## src/rtl/npc_pkg.sv

```systemverilog
// Shared types and constants for the NPC fetch path.
// Combinational definitions only; no latency or flow-control behaviour.
package npc_pkg;

   typedef enum logic [1:0] {
      FETCH = 2'd0,
      WAIT  = 2'd1,
      ISSUE = 2'd2,
      EXEC  = 2'd3
   } fetch_state_t;

   localparam logic [31:0] RESET_VEC  = 32'h8000_0000;
   localparam int          INST_BYTES = 4;

endpackage

```

## src/rtl/pc_fetch_ctrl_if.sv

```systemverilog
// Fetch-controller bundle: imem request/response, decode handoff, commit and status.
// master = fetch controller; slave = memory/decode/writeback side.
interface pc_fetch_ctrl_if #(
   parameter int XLEN = 32
);
   logic            imem_req_valid;
   logic            imem_req_ready;
   logic [XLEN-1:0] imem_req_addr;
   logic            imem_rsp_valid;
   logic [XLEN-1:0] imem_rsp_data;
   logic            imem_rsp_err;
   logic            inst_valid;
   logic            inst_ready;
   logic [XLEN-1:0] inst;
   logic [XLEN-1:0] inst_pc;
   logic            commit_valid;
   logic            redirect;
   logic [XLEN-1:0] redirect_pc;
   logic            trap;
   logic [XLEN-1:0] trap_vec;
   logic            fault;
   logic [63:0]     retired;

   modport master (
      output imem_req_valid, imem_req_addr, inst_valid, inst, inst_pc, fault, retired,
      input  imem_req_ready, imem_rsp_valid, imem_rsp_data, imem_rsp_err,
             inst_ready, commit_valid, redirect, redirect_pc, trap, trap_vec
   );

   modport slave (
      input  imem_req_valid, imem_req_addr, inst_valid, inst, inst_pc, fault, retired,
      output imem_req_ready, imem_rsp_valid, imem_rsp_data, imem_rsp_err,
             inst_ready, commit_valid, redirect, redirect_pc, trap, trap_vec
   );

endinterface

```

## src/rtl/pc_next_sel.sv

```systemverilog
// Next-PC priority mux (trap > redirect > pc+4) with target misalignment flag.
// Purely combinational; no backpressure.
module pc_next_sel #(
   parameter int XLEN = 32
) (
   input  logic [XLEN-1:0] pc_i,
   input  logic            trap_i,
   input  logic            redirect_i,
   input  logic [XLEN-1:0] redirect_pc_i,
   input  logic [XLEN-1:0] trap_vec_i,
   output logic [XLEN-1:0] next_pc_o,
   output logic            misalign_o
);
   import npc_pkg::*;

   always_comb begin
      if (trap_i) begin
         next_pc_o = trap_vec_i;
      end else if (redirect_i) begin
         next_pc_o = redirect_pc_i;
      end else begin
         // Sequential step wraps naturally at 2^XLEN.
         next_pc_o = pc_i + XLEN'(INST_BYTES);
      end
   end

   assign misalign_o = (next_pc_o[1:0] != 2'b00);

endmodule

```

## src/rtl/pc_fetch_ctrl.sv

```systemverilog
// PC owner and fetch sequencer: FETCH -> WAIT -> ISSUE -> EXEC, minimum 4 cycles per instruction.
// Holds request/instruction stable under backpressure; inputs outside their state are ignored.
module pc_fetch_ctrl #(
   parameter int              XLEN      = 32,
   parameter logic [XLEN-1:0] RESET_VEC = 32'h8000_0000
) (
   input  logic               clk,
   input  logic               rst,
   pc_fetch_ctrl_if.master    bus
);
   import npc_pkg::*;

   fetch_state_t    state_q, state_d;
   logic [XLEN-1:0] pc_q, pc_d;
   logic [XLEN-1:0] inst_q, inst_d;
   logic [XLEN-1:0] inst_pc_q, inst_pc_d;
   logic [63:0]     retired_q, retired_d;
   logic            fault_q, fault_d;

   logic [XLEN-1:0] next_pc;
   logic            misalign;
   logic            req_hs;
   logic            rsp_take;
   logic            issue_hs;
   logic            commit;
   logic            req_valid;
   logic            inst_valid;

   assign req_hs   = (state_q == FETCH) && bus.imem_req_ready;
   assign rsp_take = (state_q == WAIT)  && bus.imem_rsp_valid;
   assign issue_hs = (state_q == ISSUE) && bus.inst_ready;
   assign commit   = (state_q == EXEC)  && bus.commit_valid;

   pc_next_sel #(
      .XLEN(XLEN)
   ) u_next_sel (
      .pc_i          (pc_q),
      .trap_i        (bus.trap),
      .redirect_i    (bus.redirect),
      .redirect_pc_i (bus.redirect_pc),
      .trap_vec_i    (bus.trap_vec),
      .next_pc_o     (next_pc),
      .misalign_o    (misalign)
   );

   always_ff @(posedge clk or negedge rst) begin
      if (!rst) begin
         state_q <= FETCH;
      end else begin
         state_q <= state_d;
      end
   end

   always_comb begin
      state_d = state_q;
      case (state_q)
         FETCH:   if (req_hs)   state_d = WAIT;
         WAIT:    if (rsp_take) state_d = bus.imem_rsp_err ? FETCH : ISSUE;
         ISSUE:   if (issue_hs) state_d = EXEC;
         EXEC:    if (commit)   state_d = FETCH;
         default: state_d = FETCH;
      endcase
   end

   // Handshake outputs decode state only, so no input reaches them combinationally.
   always_comb begin
      req_valid  = (state_q == FETCH);
      inst_valid = (state_q == ISSUE);
   end

   always_comb begin
      pc_d      = pc_q;
      inst_d    = inst_q;
      inst_pc_d = inst_pc_q;
      retired_d = retired_q;
      fault_d   = 1'b0;
      if (rsp_take) begin
         if (bus.imem_rsp_err) begin
            pc_d    = bus.trap_vec;
            fault_d = 1'b1;
         end else begin
            inst_d    = bus.imem_rsp_data;
            inst_pc_d = pc_q;
         end
      end
      if (commit) begin
         retired_d = retired_q + 64'd1;
         if (misalign) begin
            pc_d    = bus.trap_vec;
            fault_d = 1'b1;
         end else begin
            pc_d = next_pc;
         end
      end
   end

   always_ff @(posedge clk or negedge rst) begin
      if (!rst) begin
         pc_q      <= RESET_VEC;
         inst_q    <= '0;
         inst_pc_q <= '0;
         retired_q <= 64'd0;
         fault_q   <= 1'b0;
      end else begin
         pc_q      <= pc_d;
         inst_q    <= inst_d;
         inst_pc_q <= inst_pc_d;
         retired_q <= retired_d;
         fault_q   <= fault_d;
      end
   end

   assign bus.imem_req_valid = req_valid;
   assign bus.imem_req_addr  = pc_q;
   assign bus.inst_valid     = inst_valid;
   assign bus.inst           = inst_q;
   assign bus.inst_pc        = inst_pc_q;
   assign bus.fault          = fault_q;
   assign bus.retired        = retired_q;

endmodule
```

## src/flat_wrapper.sv

```systemverilog
// flat-port wrapper written by rule: the top's interface ports become plain ports
module pc_fetch_ctrl_flat import npc_pkg::*;
#(
   parameter int              XLEN      = 32,
   parameter logic [XLEN-1:0] RESET_VEC = 32'h8000_0000
)
  (clk, rst, bus_imem_req_valid, bus_imem_req_addr, bus_inst_valid, bus_inst, bus_inst_pc, bus_fault, bus_retired, bus_imem_req_ready, bus_imem_rsp_valid, bus_imem_rsp_data, bus_imem_rsp_err, bus_inst_ready, bus_commit_valid, bus_redirect, bus_redirect_pc, bus_trap, bus_trap_vec);
  pc_fetch_ctrl_if #(.XLEN(XLEN)) bus_i ();
  input  logic clk;
  input  logic rst;
  output wire logic [$bits(bus_i.imem_req_valid)-1:0] bus_imem_req_valid;
  output wire logic [$bits(bus_i.imem_req_addr)-1:0] bus_imem_req_addr;
  output wire logic [$bits(bus_i.inst_valid)-1:0] bus_inst_valid;
  output wire logic [$bits(bus_i.inst)-1:0] bus_inst;
  output wire logic [$bits(bus_i.inst_pc)-1:0] bus_inst_pc;
  output wire logic [$bits(bus_i.fault)-1:0] bus_fault;
  output wire logic [$bits(bus_i.retired)-1:0] bus_retired;
  input wire logic [$bits(bus_i.imem_req_ready)-1:0] bus_imem_req_ready;
  input wire logic [$bits(bus_i.imem_rsp_valid)-1:0] bus_imem_rsp_valid;
  input wire logic [$bits(bus_i.imem_rsp_data)-1:0] bus_imem_rsp_data;
  input wire logic [$bits(bus_i.imem_rsp_err)-1:0] bus_imem_rsp_err;
  input wire logic [$bits(bus_i.inst_ready)-1:0] bus_inst_ready;
  input wire logic [$bits(bus_i.commit_valid)-1:0] bus_commit_valid;
  input wire logic [$bits(bus_i.redirect)-1:0] bus_redirect;
  input wire logic [$bits(bus_i.redirect_pc)-1:0] bus_redirect_pc;
  input wire logic [$bits(bus_i.trap)-1:0] bus_trap;
  input wire logic [$bits(bus_i.trap_vec)-1:0] bus_trap_vec;
  assign bus_imem_req_valid = bus_i.imem_req_valid;
  assign bus_imem_req_addr = bus_i.imem_req_addr;
  assign bus_inst_valid = bus_i.inst_valid;
  assign bus_inst = bus_i.inst;
  assign bus_inst_pc = bus_i.inst_pc;
  assign bus_fault = bus_i.fault;
  assign bus_retired = bus_i.retired;
  assign bus_i.imem_req_ready = bus_imem_req_ready;
  assign bus_i.imem_rsp_valid = bus_imem_rsp_valid;
  assign bus_i.imem_rsp_data = bus_imem_rsp_data;
  assign bus_i.imem_rsp_err = bus_imem_rsp_err;
  assign bus_i.inst_ready = bus_inst_ready;
  assign bus_i.commit_valid = bus_commit_valid;
  assign bus_i.redirect = bus_redirect;
  assign bus_i.redirect_pc = bus_redirect_pc;
  assign bus_i.trap = bus_trap;
  assign bus_i.trap_vec = bus_trap_vec;
  pc_fetch_ctrl #(.XLEN(XLEN), .RESET_VEC(RESET_VEC)) u_core (.clk(clk), .rst(rst), .bus(bus_i));
endmodule
```

## config.mk

```make
export PLATFORM = sky130hd
export DESIGN_NAME = pc_fetch_ctrl_flat
export DESIGN_NICKNAME = d
export VERILOG_FILES = /design/src/rtl/npc_pkg.sv /design/src/rtl/pc_fetch_ctrl_if.sv /design/src/rtl/pc_next_sel.sv /design/src/rtl/pc_fetch_ctrl.sv /design/src/flat_wrapper.sv
export SDC_FILE = /design/constraint.sdc
export NUM_CORES = 1
export LEC_CHECK = 0
export CORE_ASPECT_RATIO = 0.8
export CORE_UTILIZATION = 46
export DETAILED_ROUTE_END_ITERATION = 10
export PLACE_DENSITY = 0.81
export SYNTH_ARGS = -nofsm -noshare
export SYNTH_HDL_FRONTEND = slang
export SYNTH_SLANG_ARGS = --single-unit
```

## constraint.sdc

```tcl
create_clock -name clk -period 2.41 [get_ports clk]
set_input_delay 0.482 -clock clk [delete_from_list [all_inputs] [get_ports clk]]
set_output_delay 0.482 -clock clk [all_outputs]
set_load 0.01 [all_outputs]
```

==> metrics <==
Netlist cell types 62; Final Hold Viols 0; Max Root-Sink Buffers 2; Slew @ Worst Pin 0.935 ns; Async SR Flop Fraction 1.00; Cells after Synth 721; worst-path maximum fanout 5; Synth Cell Area 7820 sq um; CTS tree yes; CP bufs+invs 0; final instance area 11700 sq um; slew margin rel. 0.374; average cell area after synthesis 10.8 sq um; slack of the worst reg-to-reg path 0.08 ns; Max IR drop VDD around 760 uV; TritonCTS buffer count 17; Nets between 1000 and 1500; Final Skew 0.0105 ns; Final HPWL DP 16700 um; pre-CTS setup slack -0.0730 ns; routability cong. 0.924; TNS Setup 0 ns; storage element area 4080 sq um; DP Cell Count ~1200; final setup fails 0; # IOs 268; Crit Reg-Reg Endpoint u_core.bus.imem_req_addr[30]; Syn. warnings 0; GR Util All Layers 0.266; CP Launch Type flop; die span in y 119 um; pin count of the biggest net entering global routing 66; CP max stage cell dfrtp_1; worst r2r src u_core.bus.imem_req_addr[2]; Worst Hold Class in -> async; Post-CTS Resized 0; Main synth FF type dfrtp_1; Core Footprint approximately 17000 sq um; delay-heaviest family, CP simple AND/OR/NAND/NOR gates; hold slack 0.0148 ns; overall routed net length about 23000 um; post-synth net total 828; Power Dens Cells roughly 1000 nW/um^2; die width approximately 150 um; FP Rows 42; Arr. time, crit path 2.65 ns; outcome complete, no violations; worst stage delay on the critical path 0.54 ns; crit path cell chain ha_1, and4_1, nand2_1, nor4_1, a21oi_1, a311oi_1; Post-route DRC 0; DR WL/cell 17.9 um; RSZ-0062 raised after global routing false; Overflow after GRT 0; Finished Core Util 0.707; antenna-violating nets left 0; Tmin final 2.33 ns; initial drt markers ~510; share of cells above drive strength 1 0.166; dpl cell area 11100 sq um; Layout Cells excl Fill 1259; hold buffer count at CTS 0; PortBufs 267; multi-input logic area approximately 3600 sq um; Final period util 0.966; Worst-path clk slew 0.07 ns; leakage power 5.01 nW; Seq/Total Area, Yosys 0.522; Synth Register Bits 163; vias per cell 5.51; DR vias 6935; Initial DRT Pass Iterations 5; initial core utilization 0.471; CP Class reg -> reg; post-layout worst setup margin 0.0814 ns; CP endpoint kind flop; vias in the first global route 6846; Setup Fix Bufs, Post-CTS 0; Slew Viols, Final 0; Worst-Skew Late Latency roughly 0.42 ns; initial antenna violation count 1; Post-synth EDFFs 0; first-pass GRT wire length 36100 um; area grow syn2layout 50.1%; full die area 17500 sq um; CTS Sinks about 160; Worst EP required 2.73 ns; fillers 1210; Power, Total 11.7 mW; H-Tree Depth 4; crit path from u_core.bus.imem_req_addr[2]; CTS Root Cell clkbuf_16; depth of the worst register-to-register path 6; Max Freq 429 MHz; Max-cap violations 0
[state kept, by name, indices dropped and copies added, names as in the netlist, named ones only]
name and count:
u_core.bus.fault 1, u_core.bus.imem_req_addr 32, u_core.bus.inst 32, u_core.bus.inst_pc 32, u_core.bus.retired 64, u_core.state_q 1
[cell usage after synthesis, types with 6 or more instances]
library cell  number  area [sq um]
buf_2              6          30.0
nand3_1           31           155
nand2_1           54           203
o211ai_1           6          45.0
clkbuf_1          28           105
inv_1             16          60.1
nor4_1            12          75.1
nand4_1           25           156
a21oi_1           32           160
a32o_1             7          70.1
nor2_1            48           180
nor3_1            29           145
and3_1            11          68.8
o21ai_0           33           165
xor2_1            43           377
mux2_2            65           732
dfrtp_1          162          4050
xnor2_1           35           307
[worst register-to-register path: stages (launching register included)]
cell	delay, ns
dfrtp_1	0.54
ha_1	0.30
and4_1	0.34
nand2_1	0.08
nor4_1	0.54
a21oi_1	0.16
a311oi_1	0.27
[layout make-up]
type,count,share of cell area
Sequential cell,163,0.348
Multi-Input combinational cell,506,0.303
Timing Repair Buffer,321,0.268
Clock buffer,19,0.0386
Tap cell,220,0.0235
Clock inverter,13,0.0147
Inverter,16,0.00512
Antenna cell,1,0.000213
[logic make-up after synthesis]
group | after synthesis | share of synthesized area
adders and majority gates | 2 | 0.00320
DFF | 163 | 0.522
xor gates and xnor gates | 79 | 0.0895
and+or+nand+nor | 244 | 0.169
AOI/OAI and AO/OA | 111 | 0.0909
muxes | 70 | 0.100
buffers and inverters | 52 | 0.0259
[report_power, final]
group | switching [mW] | leakage [nW] | internal, mW
Combinational | 1.87 | 2.68 | 2.68
Clock | 1.15 | 0.299 | 1.70
Sequential | 0.738 | 2.03 | 3.59
Total | 3.76 | 5.01 | 7.97
[how the worst max path moves through the flow]
stage                                              end  slack [ns]  depth (start not counted)
final                     u_core.bus.imem_req_addr[30]        0.08                          6
after global routing      u_core.bus.imem_req_addr[30]        0.02                          6
after CTS                               bus_inst_valid        0.15                          2
after detailed placement  u_core.bus.imem_req_addr[12]       -0.07                          7
after global placement    u_core.bus.imem_req_addr[22]        0.02                          7
after floorplan                 u_core.bus.retired[53]        0.28                          5
[metal layers]
layer | global-route usage | up-vias | routed length [um]
met5 | 0 | - | 0
met4 | 0.0947 | 0 | 455
met3 | 0.0757 | 30 | 1860
met2 | 0.412 | 320 | 10600
met1 | 0.355 | 3390 | 9710
li1 | - | 3195 | -
[cell usage in the layout (no fill, tap or decap), drive strengths merged, types with 15 or more instances in the layout]
cell type,n
nor2,48
nor3,31
inv,20
buf,55
xnor2,36
o21ai,33
nand4,28
clkbuf,19
xor2,43
nand3,32
dfrtp,162
mux2,65
clkdlybuf4s50,266
a21oi,32
nand2,54
nor4,15
No activity file was read; power rests on OpenSTA's default activity.
